`config.mk`:
```
export PLATFORM = sky130hd
export DESIGN_NAME = apb_slave
export DESIGN_NICKNAME = d
export VERILOG_FILES = /design/src/rtl/apb_pkg.sv /design/src/rtl/apb_slave_mem.sv /design/src/rtl/apb_slave.sv
export SDC_FILE = /design/constraint.sdc
export NUM_CORES = 2
export LEC_CHECK = 0
export ABC_AREA = 1
export CAP_MARGIN = 20
export CORE_MARGIN = 5
export CORE_UTILIZATION = 36
export DETAILED_ROUTE_END_ITERATION = 10
export GPL_ROUTABILITY_DRIVEN = 0
export PLACE_DENSITY = 0.54
export SYNTH_ARGS = -nofsm -noshare
export SYNTH_HDL_FRONTEND = slang
export SYNTH_SLANG_ARGS = --single-unit
```
`constraint.sdc`:
```
create_clock -name clk -period 11.2 [get_ports clk]
set_input_delay 2.24 -clock clk [delete_from_list [all_inputs] [get_ports clk]]
set_output_delay 2.24 -clock clk [all_outputs]
set_load 0.02 [all_outputs]
```
`src/rtl/apb_pkg.sv`:
```
// Shared definitions for the APB byte-storage slave: bus widths, default
// sizing and the access FSM state encoding.
package apb_pkg;

  localparam int APB_ADDR_W = 9;
  localparam int APB_DATA_W = 8;

  // Only the low address bits index storage; the top bit belongs to the
  // master's slave-select decode.
  localparam int APB_IDX_W = APB_ADDR_W - 1;

  localparam int APB_DEFAULT_DEPTH       = 64;
  localparam int APB_DEFAULT_WAIT_CYCLES = 2;

  // Two-state access FSM.
  typedef logic [0:0] apb_state_t;
  localparam apb_state_t IDLE   = 1'b0;
  localparam apb_state_t ACCESS = 1'b1;

endpackage : apb_pkg

```
`src/rtl/apb_slave_mem.sv`:
```
// Byte storage for the APB slave: one register per location so the whole
// array can be cleared in a single reset cycle. Synchronous write, registered
// read, synchronous active-low clear.
module apb_slave_mem
  import apb_pkg::*;
#(
  parameter int DEPTH = APB_DEFAULT_DEPTH
) (
  input  logic                  clk,
  input  logic                  rst,
  input  logic                  wr_en,
  input  logic [APB_IDX_W-1:0]  wr_addr,
  input  logic [APB_DATA_W-1:0] wr_data,
  input  logic                  rd_en,
  input  logic                  rd_zero,
  input  logic [APB_IDX_W-1:0]  rd_addr,
  output logic [APB_DATA_W-1:0] rd_data
);

  logic [DEPTH*APB_DATA_W-1:0] mem_flat;
  logic [APB_DATA_W-1:0]       rd_word;
  logic [APB_DATA_W-1:0]       rd_data_reg;

  genvar gi;
  generate
    for (gi = 0; gi < DEPTH; gi++) begin : g_cell
      logic [APB_DATA_W-1:0] cell_reg;

      // Each location clears on reset and captures data when addressed by a write.
      always_ff @(posedge clk) begin
        if (!rst) begin
          cell_reg <= '0;
        end else if (wr_en && (wr_addr == APB_IDX_W'(gi))) begin
          cell_reg <= wr_data;
        end
      end

      assign mem_flat[gi*APB_DATA_W +: APB_DATA_W] = cell_reg;
    end
  endgenerate

  // Read mux; addresses beyond DEPTH select nothing and yield zero.
  always_comb begin
    rd_word = '0;
    for (int i = 0; i < DEPTH; i++) begin
      if (rd_addr == APB_IDX_W'(i)) begin
        rd_word = mem_flat[i*APB_DATA_W +: APB_DATA_W];
      end
    end
  end

  // Read data register: only a new read updates it, so it holds otherwise.
  always_ff @(posedge clk) begin
    if (!rst) begin
      rd_data_reg <= '0;
    end else if (rd_en) begin
      rd_data_reg <= rd_zero ? '0 : rd_word;
    end
  end

  assign rd_data = rd_data_reg;

endmodule : apb_slave_mem

```
`src/rtl/apb_slave.sv`:
```
// APB slave with DEPTH bytes of storage. Setup phase latches the request,
// access phase completes it once PREADY rises; out-of-range addresses answer
// with PSLVERR. Wait states are compiled in with the macro APB_SLAVE_WAIT_EN;
// without it every transfer completes in its first access cycle.
module apb_slave
  import apb_pkg::*;
#(
  parameter int DEPTH       = APB_DEFAULT_DEPTH,
  parameter int WAIT_CYCLES = APB_DEFAULT_WAIT_CYCLES
) (
  input  logic                  clk,
  input  logic                  rst,
  input  logic                  PSEL,
  input  logic                  PENABLE,
  input  logic                  PWRITE,
  input  logic [APB_ADDR_W-1:0] PADDR,
  input  logic [APB_DATA_W-1:0] PWDATA,
  output logic                  PREADY,
  output logic [APB_DATA_W-1:0] PRDATA,
  output logic                  PSLVERR
);

  // Elaboration-time parameter range checks.
  generate
    if (DEPTH < 1 || DEPTH > 256) begin : g_bad_depth
      $error("apb_slave: DEPTH must be within 1..256");
    end
    if (WAIT_CYCLES < 0 || WAIT_CYCLES > 15) begin : g_bad_wait
      $error("apb_slave: WAIT_CYCLES must be within 0..15");
    end
  endgenerate

  // One bit wider than the index so DEPTH=256 is representable.
  localparam logic [APB_IDX_W:0] DEPTH_LIM = (APB_IDX_W + 1)'(DEPTH);

  apb_state_t            state_reg, state_next;
  logic [APB_IDX_W-1:0]  addr_reg;
  logic [APB_DATA_W-1:0] wdata_reg;
  logic                  write_reg;
  logic                  err_reg;

  logic                  setup;
  logic                  complete;
  logic                  addr_err;
  logic                  mem_wr_en;
  logic                  addr_msb_unused;

  // Bit 8 is consumed by the master's select decode.
  assign addr_msb_unused = PADDR[APB_ADDR_W-1];

  assign addr_err = {1'b0, PADDR[APB_IDX_W-1:0]} >= DEPTH_LIM;
  assign setup    = (state_reg == IDLE) && PSEL && !PENABLE;
  assign complete = (state_reg == ACCESS) && PREADY && PSEL && PENABLE;

`ifdef APB_SLAVE_WAIT_EN
  logic [3:0] cnt_reg;

  // Wait-state counter: loaded at setup, counts down while still selected.
  always_ff @(posedge clk) begin
    if (!rst) begin
      cnt_reg <= '0;
    end else if (setup) begin
      cnt_reg <= 4'(WAIT_CYCLES);
    end else if ((state_reg == ACCESS) && PSEL && (cnt_reg != '0)) begin
      cnt_reg <= cnt_reg - 4'd1;
    end
  end

  assign PREADY = (state_reg == ACCESS) && (cnt_reg == '0);
`else
  assign PREADY = (state_reg == ACCESS);
`endif

  assign PSLVERR = PREADY && err_reg;

  // Next-state decode: enter ACCESS on setup, leave on completion or deselect.
  always_comb begin
    state_next = state_reg;
    case (state_reg)
      IDLE:    if (setup) state_next = ACCESS;
      ACCESS:  if (!PSEL || complete) state_next = IDLE;
      default: state_next = IDLE;
    endcase
  end

  // State register and request latches captured during the setup phase.
  always_ff @(posedge clk) begin
    if (!rst) begin
      state_reg <= IDLE;
      addr_reg  <= '0;
      wdata_reg <= '0;
      write_reg <= 1'b0;
      err_reg   <= 1'b0;
    end else begin
      state_reg <= state_next;
      if (setup) begin
        addr_reg  <= PADDR[APB_IDX_W-1:0];
        wdata_reg <= PWDATA;
        write_reg <= PWRITE;
        err_reg   <= addr_err;
      end
    end
  end

  // Only a completed, in-range write reaches storage.
  assign mem_wr_en = complete && write_reg && !err_reg;

  apb_slave_mem #(
    .DEPTH (DEPTH)
  ) u_mem (
    .clk     (clk),
    .rst     (rst),
    .wr_en   (mem_wr_en),
    .wr_addr (addr_reg),
    .wr_data (wdata_reg),
    .rd_en   (setup && !PWRITE),
    .rd_zero (addr_err),
    .rd_addr (PADDR[APB_IDX_W-1:0]),
    .rd_data (PRDATA)
  );

endmodule : apb_slave
```
-- Word-level counts from Yosys, hierarchy flattened
Index checks and enable logic that the tools add are counted.
- register bits after elaboration: 539
- input bits: 22
- output and inout bits: 10
- logic and storage cells: 345
- magnitude comparators: 1
- equal/unequal tests: 126
- mux-type cells: 68
- bitwise logic cells: 1
- reductions and logical operators: 79
- operators by type and width (operator ; number):
    $mux 8 ; 65
    $eq 8x6->1 const B ; 64
    $eq 8x5->1 const B ; 32
    $eq 8x4->1 const B ; 16
    $logic_and 1x1->1 ; 72
    $eq 8x3->1 const B ; 8
    $eq 8x2->1 const B ; 4
    $eq 8x1->1 const B ; 2
    $logic_not 8->1 ; 2
    $ge 8x7->1 const B ; 1
    $logic_not 1->1 ; 4
    $mux 1 ; 2
    $pmux 1 s2 ; 1
    $logic_or 1x1->1 ; 1
    $not 1->1 ; 1

-- Logic depth before layout (Yosys ltp)
- depth after elaboration: 66
- mapped depth: 55
- mapped depth without buffers: 55

-- Modules after synthesis
From an unflattened synthesis, not the netlist that was laid out.
- cells, all modules: 3726
- area total of the unflattened synthesis: 24272.0 µm²
- by module, submodules not included (module ; instances ; cells each ; area an instance (µm²) ; seq. area each (µm²)):
    apb_slave_mem ; 1 ; 3603 ; 23458.7 ; 10410.0
    apb_slave ; 1 ; 123 ; 813.3 ; 380.4

-- Worst setup path after synthesis
Ideal clock, no wire load.
- path kind: input-to-reg
- start point: input PADDR[4]
- end point: register u_mem.rd_data_reg[6] (netlist: u_mem.rd_data[6])
- setup time: 132 ps
- arrival: 5213 ps
- required time: 11068 ps
- slack: 5855 ps
- stages: 50
- buffers on the path: 1
- cell sequence: nor2_1 nand2_2 buf_6 nor2_1 nand2_1 nand3_1 o21ai_1 nand2_1 nand2_1 nand2_1 nand2_1 nand2_1 nand2_1 nand3_1 nand2_1 nand3b_1 nand2_1 nand2_1 (+14 left out) nand2_1 nand2_1 nand2_1 nand3_1 nand2_1 nand3_1 nand2_1 nand2_1 nand2_1 nand2_1 nand2_1 nand4_1 nor3_1 nand4_1 nor2_1 nand4_1 nand2_1 a21oi_1
- cells in the longest elaborated chain, start to end: 66
- RTL lines (what ; RTL line ; text):
    start: declaration ; apb_slave.sv:16 ; input logic [APB_ADDR_W-1:0] PADDR,
    $logic_not 8->1 ; apb_slave_mem.sv:46 ; if (rd_addr == APB_IDX_W'(i)) begin
    $mux 8 (64 in series) ; apb_slave_mem.sv:46 ;
    $mux 8 * ; apb_slave_mem.sv:57 ; rd_data_reg <= rd_zero ? '0 : rd_word;
    end signal: assignment ; apb_slave_mem.sv:57 ;
    end: declaration ; apb_slave_mem.sv:22 ; logic [APB_DATA_W-1:0] rd_data_reg;
Mark *: on every way between the ends. The rest lies on a longest branch, timed or not.
A chain may end at the register's enable or synchronous reset.

-- Final worst setup path
- start point: input PADDR[6]
- end point: register u_mem.rd_data_reg[3] (netlist: u_mem.rd_data[3])
Same word-level chain as after synthesis.

==> results.txt <==
* Result of the run: finished clean
- Highest-delay cell along the critical path: sky130_fd_sc_hd__clkdlybuf4s50_1
- For this run, the detailed router's first-pass iteration total came to 5.
* DRC Markers: 0
* # clock sinks: 539
- In the final timing run, aggregate negative setup slack is 0 ns.
* Via total after detailed routing: 21.11k
* Num CTS Buffers: 59
* Die ar.: 71110 sq um
- In this run the count of I/O pins placed on the die edge is 32.
* Final-report setup violation count: 0
- The most used flip-flop cell after synthesis is sky130_fd_sc_hd__dfxtp_1.
* Antenna viol nets, final: 0
* Area of the mapped netlist: 23720 sq um
* Final critical path time including I/O delays and setup: 7.698 ns
* Clock latency on the worst-skew pair: 0.62 ns
* Clock Tree Root: sky130_fd_sc_hd__clkbuf_16
- Count of flip-flops with a built-in enable after synthesis: 0
- STA classifies the critical path endpoint as a register.
* Buffers & Inverters on Critical Path: 1
- Most common cell on crit path: sky130_fd_sc_hd__nand2_1
- Summing all multi-input logic gate instances after layout gives 10260 sq um.
- Vias in the first global route: 19.25k
* Critical-path maximum fanout: 16
* Wire length after detailed routing: 74410 microns
- Headroom to the max-slew limit came out at 0.2590.
* Clk pin slew, worst setup/hold paths: 0.06 ns
- Core outline area: 65510 sq um
* Die W: 266.7 microns
- H-tree levels: 2
* Max FFs per register: 512
- Period utilisation layout: 0.6873
- NumNets Final: 3350
- Antenna violations before repair: 1
- The worst setup path is of the in2reg kind.
- Final core utilization: 0.4080
- Layout filler cell count: 6926
* Count of buffers inserted at the top-level ports: 30
- After synthesis, the mean cell area works out to 6.992 sq um.
* Wire length of the first global-routing pass: 114400 microns
- Starting DRC count in detailed routing: 1897
* Area growth, synth to finish: 12.71%
* Total of cells resized after clock tree synthesis: 0
- The tightest min-delay check is of the reg2reg type.
* Gr usage total: 0.2028
- Across the run, the number of max-cap violations was 0.
- The clock passes through at most 3 buffers.
- TritonCTS built the clock tree.
* RSZ-0062 raised after global routing: no
* Critical Path Start Type: input port
- In this run the static leakage power is 9.505 nW.
* Worst-margin pin slew: 1.112 ns
* Count of endpoints failing hold in the final timing report: 0
* Routed length per instance: 17.56 microns
- Synthesis warning total: 0
- Entering global routing, the biggest net connects 137 pins.
- Grouping stages by cell kind, the critical path spends the most delay in simple AND/OR/NAND/NOR gates.
- STA puts the critical path data required time at 11.65 ns.
- Hold buffer count at cts: 0
- Setup skew after layout: 0.01796 ns
- In this run, synthesis produced a sequential element count of 539.
- Effective utilization at floorplan: 0.3620
- Vertical die dimension: 266.7 microns
* Fraction of registers with async set or reset after synthesis: 0
- After global routing the overflow that remains totals 0.
- In the final layout, the share of cells above drive strength 1 is 0.05574.
- Mapped Cells: 3392
- IR analysis of the VDD net gives a maximum drop of 0.0001405 V.
- Syn Nets: 3414
- Of the synthesized area, sequential elements account for 0.4550.
- The largest single stage delay on the critical path is 0.57 ns.
- The floorplan has 94 rows.
- Area occupied by registers: 10800 sq um
- Highest Clock Rate: 129.9 MHz
- Detailed placement finished with a half-perimeter wire length of 47770 microns.
* Data arrival time at the worst-slack endpoint: 8.15 ns
- Count of buffers added by post-CTS timing repair for setup: 0
- Synthesis instantiated 25 different standard cells from the library.
* Power per Cell Area: 159.0 nW/um^2
- The number of pins exceeding their max-slew limit in the final report came to 0.
- After detailed routing, the number of vias per cell comes to 4.981.
[stage by stage]
stage	setup slack [ns]	std cells	power (mW)	hold WS, ns	instance area, sq um
after floorplan	5.855	3392	2.086	0.4205	23720
after global placement	2.929	4131	2.176	0.4305	24620
after detailed placement	2.950	4131	2.176	0.4335	24620
after CTS	3.579	4237	4.294	0.4427	26730
after global routing	2.998	4237	4.393	0.4610	26730
final	3.502	4238	4.251	0.4413	26730
[area by class of cell]
type / instances / area share
Antenna cell: 1 / 0.00009362
Clock buffer: 80 / 0.06464
Clock inverter: 26 / 0.01432
Inverter: 529 / 0.07438
Multi-Input combinational cell: 2145 / 0.3840
Sequential cell: 539 / 0.4040
Tap cell: 864 / 0.04044
Timing Repair Buffer: 54 / 0.01816
[power breakdown]
group	switching [mW]	total (mW)	internal, mW
sequential	0.0109	1.93	1.92
combinational	0.158	0.204	0.0455
clock	0.813	2.11	1.30
[logic make-up (layout without fill, tap and decap cells)]
family / after synthesis / count (layout) / share of synthesized area
AO/OA/AOI/OAI: 1235 / 1235 / 0.2736
buffers and inverters: 708 / 689 / 0.1127
flip-flops: 539 / 539 / 0.4550
other: 0 / 1 / 0
AND/OR/NAND/NOR: 910 / 910 / 0.1587
[cell usage in the layout, fill, tap and decap left out, drive strengths merged]
cell type / Yosys / layout
a21oi: 623 / 623
nand2: 582 / 582
dfxtp: 539 / 539
inv: 520 / 521
o21ai: 489 / 489
nor2: 182 / 182
o21a: 121 / 121
clkbuf: 177 / 80
nand3: 64 / 64
nand4: 47 / 47
clkdlybuf4s50: 0 / 29
buf: 2 / 25
clkinv: 9 / 23
or2: 19 / 19
bufinv: 0 / 10
nor3: 10 / 10
nand3b: 4 / 4
diode: 0 / 1
and3: 1 / 1
o22ai: 1 / 1
nor4: 1 / 1
o221ai: 1 / 1
clkinvlp: 0 / 1
[worst min-delay path, stage by stage (launching register included)]
cell and delay (ns):
sky130_fd_sc_hd__dfxtp_1 0.30, sky130_fd_sc_hd__inv_1 0.04, sky130_fd_sc_hd__a21oi_1 0.05
[routing by layer]
layer | GRT usage | wire length [microns] | up-vias
met5 | 0 | 0 | -
met4 | 0.06658 | 2270 | 0
met3 | 0.02950 | 4001 | 119
met2 | 0.3034 | 31910 | 458
met1 | 0.3005 | 36220 | 9638
li1 | - | - | 10893
[synthesized netlist by cell type, types with 9 or more instances]
| cell type | count | share of area |
|---|---|---|
| sky130_fd_sc_hd__inv_2 | 13 | 0.0021 |
| sky130_fd_sc_hd__nand4_1 | 47 | 0.012 |
| sky130_fd_sc_hd__nor2_2 | 12 | 0.0032 |
| sky130_fd_sc_hd__nor2_1 | 167 | 0.026 |
| sky130_fd_sc_hd__nor3_1 | 10 | 0.0021 |
| sky130_fd_sc_hd__clkbuf_1 | 177 | 0.028 |
| sky130_fd_sc_hd__dfxtp_1 | 539 | 0.45 |
| sky130_fd_sc_hd__nand3_1 | 63 | 0.013 |
| sky130_fd_sc_hd__or2_2 | 19 | 0.0050 |
| sky130_fd_sc_hd__nand2_1 | 577 | 0.091 |
| sky130_fd_sc_hd__clkinv_1 | 9 | 0.0014 |
| sky130_fd_sc_hd__o21a_1 | 121 | 0.038 |
| sky130_fd_sc_hd__inv_1 | 507 | 0.080 |
| sky130_fd_sc_hd__o21ai_0 | 484 | 0.10 |
| sky130_fd_sc_hd__a21oi_1 | 623 | 0.13 |
[final timing paths]
check	startpoint	to	slack (ns)	cells past startpoint
worst max register to register	u_mem.g_cell[1].cell_reg[3]$_SDFFE_PN0P_	u_mem.rd_data[3]$_SDFFE_PN0P_	6.30	52
worst min-delay path	u_mem.g_cell[63].cell_reg[5]$_SDFFE_PN0P_	u_mem.g_cell[63].cell_reg[5]$_SDFFE_PN0P_	0.44	2
worst max-delay path	PADDR[6]	u_mem.rd_data[3]$_SDFFE_PN0P_	3.50	53
worst min register to register	u_mem.g_cell[63].cell_reg[5]$_SDFFE_PN0P_	u_mem.g_cell[63].cell_reg[5]$_SDFFE_PN0P_	0.44	2
Power figures use the tool's default switching activity.
